===== src/rtl/alu_arbiter.sv =====
// alu_arbiter -- two-requester front end for a single shared combinational ALU.
//
// Purpose:
//   Two requesters compete for one ALU. The arbiter grants one operation at a
//   time, registers its operands and control code toward the ALU (IDLE -> EXEC),
//   and one cycle later captures the ALU result and zero flag. It then returns a
//   one-cycle response pulse to the requester that owns the operation.
//   Peak throughput is one operation every two cycles. At most one operation is
//   in flight at any time.
//
// Configuration:
//   ALU_ARB_ROUND_ROBIN_EN -- when defined, simultaneous requests alternate
//   between the requesters. When undefined, requester 0 always wins a tie.
//
// Ports:
//   CLK                      rising-edge clock
//   Reset                    synchronous active-high reset
//   Req0Valid / Req1Valid    requester n presents an operation
//   Req0A, Req0B / Req1A, Req1B   requester n operands (WIDTH)
//   Req0Ctrl / Req1Ctrl      requester n ALU control code (4)
//   Req0Ready / Req1Ready    requester n operation accepted this cycle
//   AluA, AluB, AluCtrl      registered operands/control to the shared ALU
//   AluW, AluZero            combinational ALU result and zero flag
//   Resp0Valid / Resp1Valid  one-cycle result pulse to requester n
//   RespW, RespZero          registered result and zero flag (shared)

module alu_arbiter #(
  parameter int unsigned WIDTH = 64
) (
  input  logic             CLK,
  input  logic             Reset,
  input  logic             Req0Valid,
  input  logic [WIDTH-1:0] Req0A,
  input  logic [WIDTH-1:0] Req0B,
  input  logic [3:0]       Req0Ctrl,
  input  logic             Req1Valid,
  input  logic [WIDTH-1:0] Req1A,
  input  logic [WIDTH-1:0] Req1B,
  input  logic [3:0]       Req1Ctrl,
  output logic             Req0Ready,
  output logic             Req1Ready,
  output logic [WIDTH-1:0] AluA,
  output logic [WIDTH-1:0] AluB,
  output logic [3:0]       AluCtrl,
  input  logic [WIDTH-1:0] AluW,
  input  logic             AluZero,
  output logic             Resp0Valid,
  output logic             Resp1Valid,
  output logic [WIDTH-1:0] RespW,
  output logic             RespZero
);

  localparam logic [0:0] IDLE = 1'b0;
  localparam logic [0:0] EXEC = 1'b1;

  logic [0:0] state_r;
  logic       owner_r;   // requester index of the operation in flight
  logic       grant_s;   // requester index that would win this cycle

`ifdef ALU_ARB_ROUND_ROBIN_EN
  logic       last_grant_r;

  // Last-grant pointer: moves only on an accepted handshake; reset favours requester 0.
  always_ff @(posedge CLK) begin
    if (Reset) begin
      last_grant_r <= 1'b1;
    end else if (Req0Ready) begin
      last_grant_r <= 1'b0;
    end else if (Req1Ready) begin
      last_grant_r <= 1'b1;
    end else begin
      last_grant_r <= last_grant_r;
    end
  end

  // Grant selection: a tie goes to the requester that was not served last.
  always_comb begin
    grant_s = 1'b0;
    if (Req0Valid && Req1Valid) begin
      grant_s = ~last_grant_r;
    end else if (Req1Valid) begin
      grant_s = 1'b1;
    end else begin
      grant_s = 1'b0;
    end
  end
`else
  // Grant selection: fixed priority, requester 0 always wins a tie.
  always_comb begin
    grant_s = 1'b0;
    if (Req0Valid) begin
      grant_s = 1'b0;
    end else if (Req1Valid) begin
      grant_s = 1'b1;
    end else begin
      grant_s = 1'b0;
    end
  end
`endif

  // Ready handshake: only in IDLE and out of reset, so at most one Ready is high.
  always_comb begin
    Req0Ready = 1'b0;
    Req1Ready = 1'b0;
    if (!Reset && (state_r == IDLE)) begin
      Req0Ready = Req0Valid && (grant_s == 1'b0);
      Req1Ready = Req1Valid && (grant_s == 1'b1);
    end else begin
      Req0Ready = 1'b0;
      Req1Ready = 1'b0;
    end
  end

  // FSM, ALU operand registers and response capture.
  always_ff @(posedge CLK) begin
    if (Reset) begin
      state_r    <= IDLE;
      owner_r    <= 1'b0;
      AluA       <= {WIDTH{1'b0}};
      AluB       <= {WIDTH{1'b0}};
      AluCtrl    <= 4'b0000;
      RespW      <= {WIDTH{1'b0}};
      RespZero   <= 1'b0;
      Resp0Valid <= 1'b0;
      Resp1Valid <= 1'b0;
    end else begin
      case (state_r)
        IDLE: begin
          // Response pulses last exactly one cycle.
          Resp0Valid <= 1'b0;
          Resp1Valid <= 1'b0;
          if (Req0Ready) begin
            AluA    <= Req0A;
            AluB    <= Req0B;
            AluCtrl <= Req0Ctrl;
            owner_r <= 1'b0;
            state_r <= EXEC;
          end else if (Req1Ready) begin
            AluA    <= Req1A;
            AluB    <= Req1B;
            AluCtrl <= Req1Ctrl;
            owner_r <= 1'b1;
            state_r <= EXEC;
          end else begin
            state_r <= IDLE;
          end
        end
        EXEC: begin
          // The ALU has had a full cycle on the registered operands.
          RespW      <= AluW;
          RespZero   <= AluZero;
          Resp0Valid <= (owner_r == 1'b0);
          Resp1Valid <= (owner_r == 1'b1);
          state_r    <= IDLE;
        end
        default: begin
          state_r    <= IDLE;
          Resp0Valid <= 1'b0;
          Resp1Valid <= 1'b0;
        end
      endcase
    end
  end

endmodule

===== config.mk =====
export PLATFORM = sky130hd
export DESIGN_NAME = alu_arbiter
export DESIGN_NICKNAME = d
export VERILOG_FILES = /design/src/rtl/alu_arbiter.sv
export SDC_FILE = /design/constraint.sdc
export NUM_CORES = 1
export LEC_CHECK = 0
export ABC_CLOCK_PERIOD_IN_PS = 1700
export CORE_AREA = 3 3 205 207
export CTS_BUF_LIST = sky130_fd_sc_hd__clkbuf_8
export DETAILED_ROUTE_END_ITERATION = 6
export DIE_AREA = 0 0 208 210
export GPL_ROUTABILITY_DRIVEN = 0
export PLACE_DENSITY = 0.51
export SLEW_MARGIN = 15
export SYNTH_ARGS = -nofsm -noshare
export SYNTH_HDL_FRONTEND = slang
export SYNTH_SLANG_ARGS = --single-unit

===== constraint.sdc =====
create_clock -name CLK -period 1.7 [get_ports CLK]
set_clock_uncertainty 0.1 [all_clocks]
set_input_delay 0.51 -clock CLK [delete_from_list [all_inputs] [get_ports CLK]]
set_output_delay 0.51 -clock CLK [all_outputs]
set_load 0.005 [all_outputs]

==> summary.txt, run 1 <==
Clocking
  – Total CTS buffers: 41
  – Root Buffer Master: clkbuf_8
  – Clk Latency, worst-skew pair: 0.56 ns
  – Clk buf depth: 3
  – CTS H-tree depth: 2
  – CTS tree: built
  – Worst-path clk slew: 0.06 ns
  – Clock sinks: 201

Worst setup path
  – Cell breakdown of the critical path: buf_4 > nor2_4 > and2_4 > buf_6
  – CP max FO: 2
  – Crit path kind: register to output pin
  – CP Launch Point: state_r
  – Arrival time worst endpoint: 1.41 ns
  – Worst setup SP type: register
  – Critical path's slowest cell: dfxtp_4
  – Worst EP required: 1.09 ns
  – Crit Reg-Reg Startpoint: state_r
  – Max incr delay on CP: 0.34 ns
  – Critical path endpoint category: output pin
  – Register-to-Register Path Depth: 7

Status
  – Outcome: finished, violations left
  – Failing checks: negative setup slack

Timing
  – Worst rel slew slack: 48.11%
  – Crit share post-route: 118.7%
  – Hold Fails Final Rpt: 0
  – Total negative slack: -0.6273 ns
  – Worst slew pin tran: 0.7783 ns
  – Hold_ws: 0.1706 ns
  – # setup viols final: 2
  – Final slew viol count: 0
  – Unrepaired setup endpoints after global routing: true
  – Setup WS post-layout: -0.3178 ns
  – Max Freq: 495.6 MHz
  – Min Tclk post-route: 2.018 ns

Logic synthesis
  – Most frequent cell after synthesis: dfxtp_1
  – Yosys top cell area share: 46.04%
  – EDFF count, synth: 0
  – Mapped Nets: 1,148
  – Most used DFF post-synth: dfxtp_1
  – Mapped Avg Cell Area: 10.72 sq um
  – Synth cell count leaders: dfxtp_1, mux2i_1, a21oi_1, a211oi_2, nor2_1
  – Synth warnings: 0
  – Synth Register Bits: 201
  – Synth top area cells: dfxtp_1, mux2i_1, a211oi_2
  – Synthesized area: 8740 sq um
  – Syn Inst Count: 815
  – Count of cell types in the netlist: 23
  – Sequential area share after synthesis: 46.04%
  – Leading area contributor after synthesis: dfxtp_1
  – Asr flop ratio synth: 0%

Routing
  – Wire length per cell: 19.31 microns
  – Post-DRT Antenna Nets: 0
  – Number of DRC markers in iteration 0: 332
  – DRC Markers: 0
  – 1st-pass router iterations: 4
  – Vias: 8,285
  – Total wire length: 37.02 mm
  – Vias per cell: 4.322

Floorplan
  – Starting Density: 21.55%
  – Chip Height: 210 microns
  – Die W: 208 microns
  – Core Box Area: 40,550 sq um
  – Io pins: 534
  – # rows: 74
  – Die area: 43,680 sq um

Cells and area
  – Syn-to-layout area delta: 75.12%
  – Nets: 1,689
  – Antenna cells: 0
  – Post-layout util: 37.74%
  – Ratio of cells with drive above 1 in the final layout: 42.24%

GRT
  – Grt ovf: 0
  – Vias in the first global route: 8,539
  – Initial antenna violation count: 0
  – Largest net degree at the start of global routing: 97
  – First-pass GRT wire length: 54.59 mm
  – GRT Overall Usage: 15.97%

Min path
  – Hold Crit Depth: 3
  – Hold Crit Class: input pin to register
  – Min-Delay Startpoint: Reset

Power and ir drop
  – Overall Power: 13.61 mW
  – Worst-case vdd ir drop: 0.7003 mV
  – Pleak: 6.441 nW
  – Pwr Density: 889.2 nW/um^2

Job
  – Max_cap viols: 0

Placed design
  – PortBufs: 533
  – DP HPWL: 27.14 mm
area by class of cell:
class / count / area, sq um
sequential: 201 / 4263
clock inverter: 14 / 87.58
clock buffer: 58 / 798.3
inverter: 1 / 6.256
multi-input combinational: 530 / 4285
tap: 532 / 665.6
fill: 4141 / 25250
timing repair buffer: 581 / 5199
repair_timing:
action	in CTS	in global routing
pin swaps	2	6
resized for setup	999	47
hold buffers	0	0
cloned	0	3
setup buffers	11	2
endpoints found under the setup margin	333	186
placed cells by master, fill, tap and decap left out, drive strengths merged, types with 21 or more instances in the layout:
cell type      netlist  layout
a211oi             101     101
a21oi              102     102
and2                21      21
buf                 64     248
clkbuf              19      61
clkdlybuf4s50        0     329
dfxtp              201     201
mux2i              165     165
nand2               26      26
nor2                66      66
critical path, delay by kind of cell (launching register included):
family	cells	cell delay, ns
buf+inv	2	0.24
flops	1	0.34
simple gates	2	0.26
per-stage QoR:
stage	instances	instance area (sq um)	worst slack, ns
after floorplan	815	8748	0.003497
after global placement	1829	14660	-0.9973
after detailed placement	1829	14660	-0.9954
after CTS	1912	15030	-0.3988
after global routing	1917	15300	-0.4217
final	1917	15300	-0.3178
logic make-up (layout without fill, tap and decap cells):
family	count (synthesis)	in the layout	share of synthesized area (%)
compound gates	248	248	23.94
buf+inv	84	654	5.269
flops	201	201	46.04
mux	165	165	18.90
simple gates	117	117	5.855
worst paths after layout:
kind / endpoint / slack, ns
max: Req0Ready / -0.32
min: AluA[56] / 0.17
min reg2reg: Resp0Valid / 0.35
max reg2reg: AluB[39] / 0.01
routing by layer:
metal  vias to the layer above  track usage (%)  wire (microns)
met1                      3824            18.24           14430
met5                         -                0               0
li1                       4070                -               -
met3                        45            6.400            3417
met2                       346            28.27           18620
met4                         0            3.441             557
power by group:
part           switching, mW  internal [mW]
registers              0.201           5.13
logic                   1.23           1.65
clock network           2.24           3.16
total                   3.67           9.94
flip-flops by register name, indices dropped and copies added (netlist names):
signal and flops:
owner_r 1, RespW 64, RespZero 1, AluA 64, AluCtrl 4, Resp0Valid 1
Resp1Valid 1, state_r 1, AluB 64
(Power assumes the default switching activity.)
==> run 2, diff against run 1 <==
- SKIP_LAST_GASP: default -> 1
==> run 2 against run 1 <==
The run still ends with negative setup slack left. Sequential cell count stayed put. Via count rose by 0.22%. Worst setup slack got worse by 0.0037 ns. Register-to-register slack about the same. Utilization barely moved. Combinational power is essentially flat. Sequential power hardly changed. Global-route usage did not move. Die area unchanged.
==> summary.txt, run 2 (same netlist as run 1, synthesis figures left out) <==
Status
  – Outcome: finished, violations left
  – Failing checks: negative setup slack

Min path
  – Hold EP: AluA[56]
  – Min-Delay Startpoint: Reset
  – Hold Crit Class: input pin to register
  – Hold Crit Depth: 3 (unchanged)

Clocking
  – Clk Latency, worst-skew pair: 0.56 ns (about the same)
  – CTS tree: built
  – Worst-path clk slew: 0.06 ns (about the same)
  – CTS H-tree depth: 2 (unchanged)
  – Hold buffer count at cts: 0 (unchanged)
  – Clock sinks: 201 (unchanged)
  – Clk buf depth: 3 (unchanged)
  – Total CTS buffers: 41 (unchanged)
  – Root Buffer Master: clkbuf_8

Timing
  – # setup viols final: 2 (unchanged)
  – Max Freq: 494.7 MHz (-0.18%)
  – Total negative slack: -0.6311 ns (-0.003800 ns)
  – Min Tclk post-route: 2.022 ns (+0.003696 ns)
  – Crit share post-route: 118.9% (+0.22 points)
  – Unrepaired setup endpoints after global routing: true
  – Hold Fails Final Rpt: 0 (unchanged)
  – Worst slew pin tran: 0.7711 ns (-0.007225 ns)
  – Setup WS post-layout: -0.3215 ns (-0.003696 ns)
  – Worst rel slew slack: 48.59% (+0.48 points)
  – Final slew viol count: 0 (unchanged)

Floorplan
  – # rows: 74 (unchanged)
  – Die area: 43,680 sq um (unchanged)
  – Starting Density: 21.55% (unchanged)
  – Chip Height: 210 microns (unchanged)
  – Io pins: 534 (unchanged)
  – Core Box Area: 40,550 sq um (unchanged)
  – Die W: 208 microns (unchanged)

Placed design
  – DP HPWL: 27.14 mm (unchanged)
  – Placed Cells: 1,829 (unchanged)
  – PortBufs: 533 (unchanged)

Routing
  – 1st-pass router iterations: 4 (unchanged)
  – Vias per cell: 4.331 (+0.22%)
  – Max Used Layer: met4
  – Total wire length: 37.06 mm (+0.10%)
  – WL met2: 18.57 mm (-0.27%)
  – Met1 WL: 14.52 mm (+0.65%)
  – Post-DRT Antenna Nets: 0 (unchanged)
  – Number of DRC markers in iteration 0: 291 (-12%)
  – DR WL met3: 3.411 mm (-0.18%)
  – DRC Markers: 0 (unchanged)
  – Vias: 8,303 (+0.22%)
  – Wire length per cell: 19.33 microns (+0.10%)

Worst setup path
  – Max incr delay on CP: 0.34 ns (about the same)
  – Arrival time worst endpoint: 1.41 ns (about the same)
  – Worst setup SP type: register
  – Register-to-Register Setup Slack: 0 ns (about the same)
  – CP delay by family, top: flip-flops
  – Crit path kind: register to output pin
  – Reg2Reg Capture Point: AluA[29]
  – Critical path endpoint category: output pin
  – Worst EP required: 1.09 ns (about the same)
  – CP max FO: 2 (unchanged)
  – Register-to-Register Path Depth: 6 (-1)
  – Crit Reg-Reg Startpoint: state_r
  – Cell breakdown of the critical path: buf_4 > nor2_4 > and2_4 > buf_6
  – Critical path's slowest cell: dfxtp_4
  – Critical path buffer and inverter count: 2 (unchanged)

Cells and area
  – Non-Filler Instances: 1,917 (unchanged)
  – Nets: 1,689 (unchanged)
  – Top flop regs: AluA (64), AluB (64), RespW (64)
  – Fillers: 4,140 (-0.024%)
  – Most common cell after layout, fill and taps aside: clkdlybuf4s50_1
  – Post-layout util: 37.71% (about the same)
  – Commonest non-fill, non-tap cells in the layout: clkdlybuf4s50_1, dfxtp_2, mux2i_1
  – Syn-to-layout area delta: 74.96% (about the same)
  – Antenna cells: 0 (unchanged)
  – Ratio of cells with drive above 1 in the final layout: 42.17% (-0.072 points)

GRT
  – First-pass GRT wire length: 54.59 mm (unchanged)
  – Grt ovf: 0 (unchanged)
  – Initial antenna violation count: 0 (unchanged)
  – GRT Overall Usage: 15.97% (unchanged)
  – Largest net degree at the start of global routing: 97 (unchanged)
  – Vias in the first global route: 8,539 (unchanged)

Power and ir drop
  – Pwr Density: 889.8 nW/um^2 (about the same)
  – Worst-case vdd ir drop: 0.6987 mV (-0.22%)
  – Total net switching power: 3.668 mW (about the same)
  – Pleak: 6.437 nW (about the same)
  – Part of the power in combinational logic: 21.1% (about the same)
  – Cell internal pwr: 9.939 mW (about the same)
  – Clock Power Share: 39.7% (about the same)
  – Overall Power: 13.61 mW (about the same)
  – Sw Share: 26.96% (about the same)
  – Reg power frac: 39.2% (about the same)

Job
  – Max_cap viols: 0 (unchanged)
-- run 2: worst max path at each step --
stage	start	end	depth (start not counted)
floorplan	Reset	Req1Ready	3
global placement	Req1Valid	Req1Ready	3
detailed placement	Req1Valid	Req1Ready	3
CTS	state_r	Req1Ready	2
global route	state_r	Req1Ready	2
finish	state_r	Req0Ready	4
-- run 2: worst reg2reg max path, stage by stage, from the launching register on --
cell and delay [ns]:
dfxtp_4 0.35, buf_4 0.14, buf_16 0.28, inv_1 0.16
a21oi_4 0.21, buf_4 0.23, a22o_1 0.16
-- run 2: power by group through the flow --
stage               clock (mW)  combinational, mW  sequential (mW)
finish                    5.40               2.88             5.33
global placement             0               3.06             5.36
detailed placement           0               3.07             5.37
global route              5.85               3.11             5.38
floorplan                    0               1.17             5.38
CTS                       5.62               2.84             5.32
-- run 2: final cells by class --
| type | instances | area, sq um | share of cell area [%] |
|---|---|---|---|
| Sequential cell | 201 | 4263 | 27.88 |
| Tap cell | 532 | 665.6 | 4.353 |
| Inverter | 1 | 3.754 | 0.02455 |
| Clock inverter | 14 | 87.58 | 0.5728 |
| Timing Repair Buffer | 581 | 5187 | 33.93 |
| Clock buffer | 58 | 798.3 | 5.221 |
| Multi-Input combinational cell | 530 | 4285 | 28.03 |
-- run 2: stage by stage --
step / setup slack [ns] / area, sq um / hold WS [ns]
finish: -0.3215 / 15290 / 0.1691
global placement: -0.9973 / 14660 / 0.3330
CTS: -0.3988 / 15030 / 0.1022
global route: -0.4217 / 15290 / 0.1104
floorplan: 0.003497 / 8748 / 0.3173
detailed placement: -0.9954 / 14660 / 0.3342
-- run 2: per-layer routing --
metal,track usage (%),up-vias
met2,28.27,349
met3,6.400,46
li1,-,4068
met4,3.441,0
met5,0,-
met1,18.24,3840
-- run 2: timing repair --
| item | 4_1_cts | 5_1_grt |
|---|---|---|
| resized for setup | 998 | 44 |
| pin swaps | 2 | 2 |
| buffers inserted | 11 | 2 |
| gates cloned | 0 | 3 |
| setup endpoints to repair | 333 | 186 |
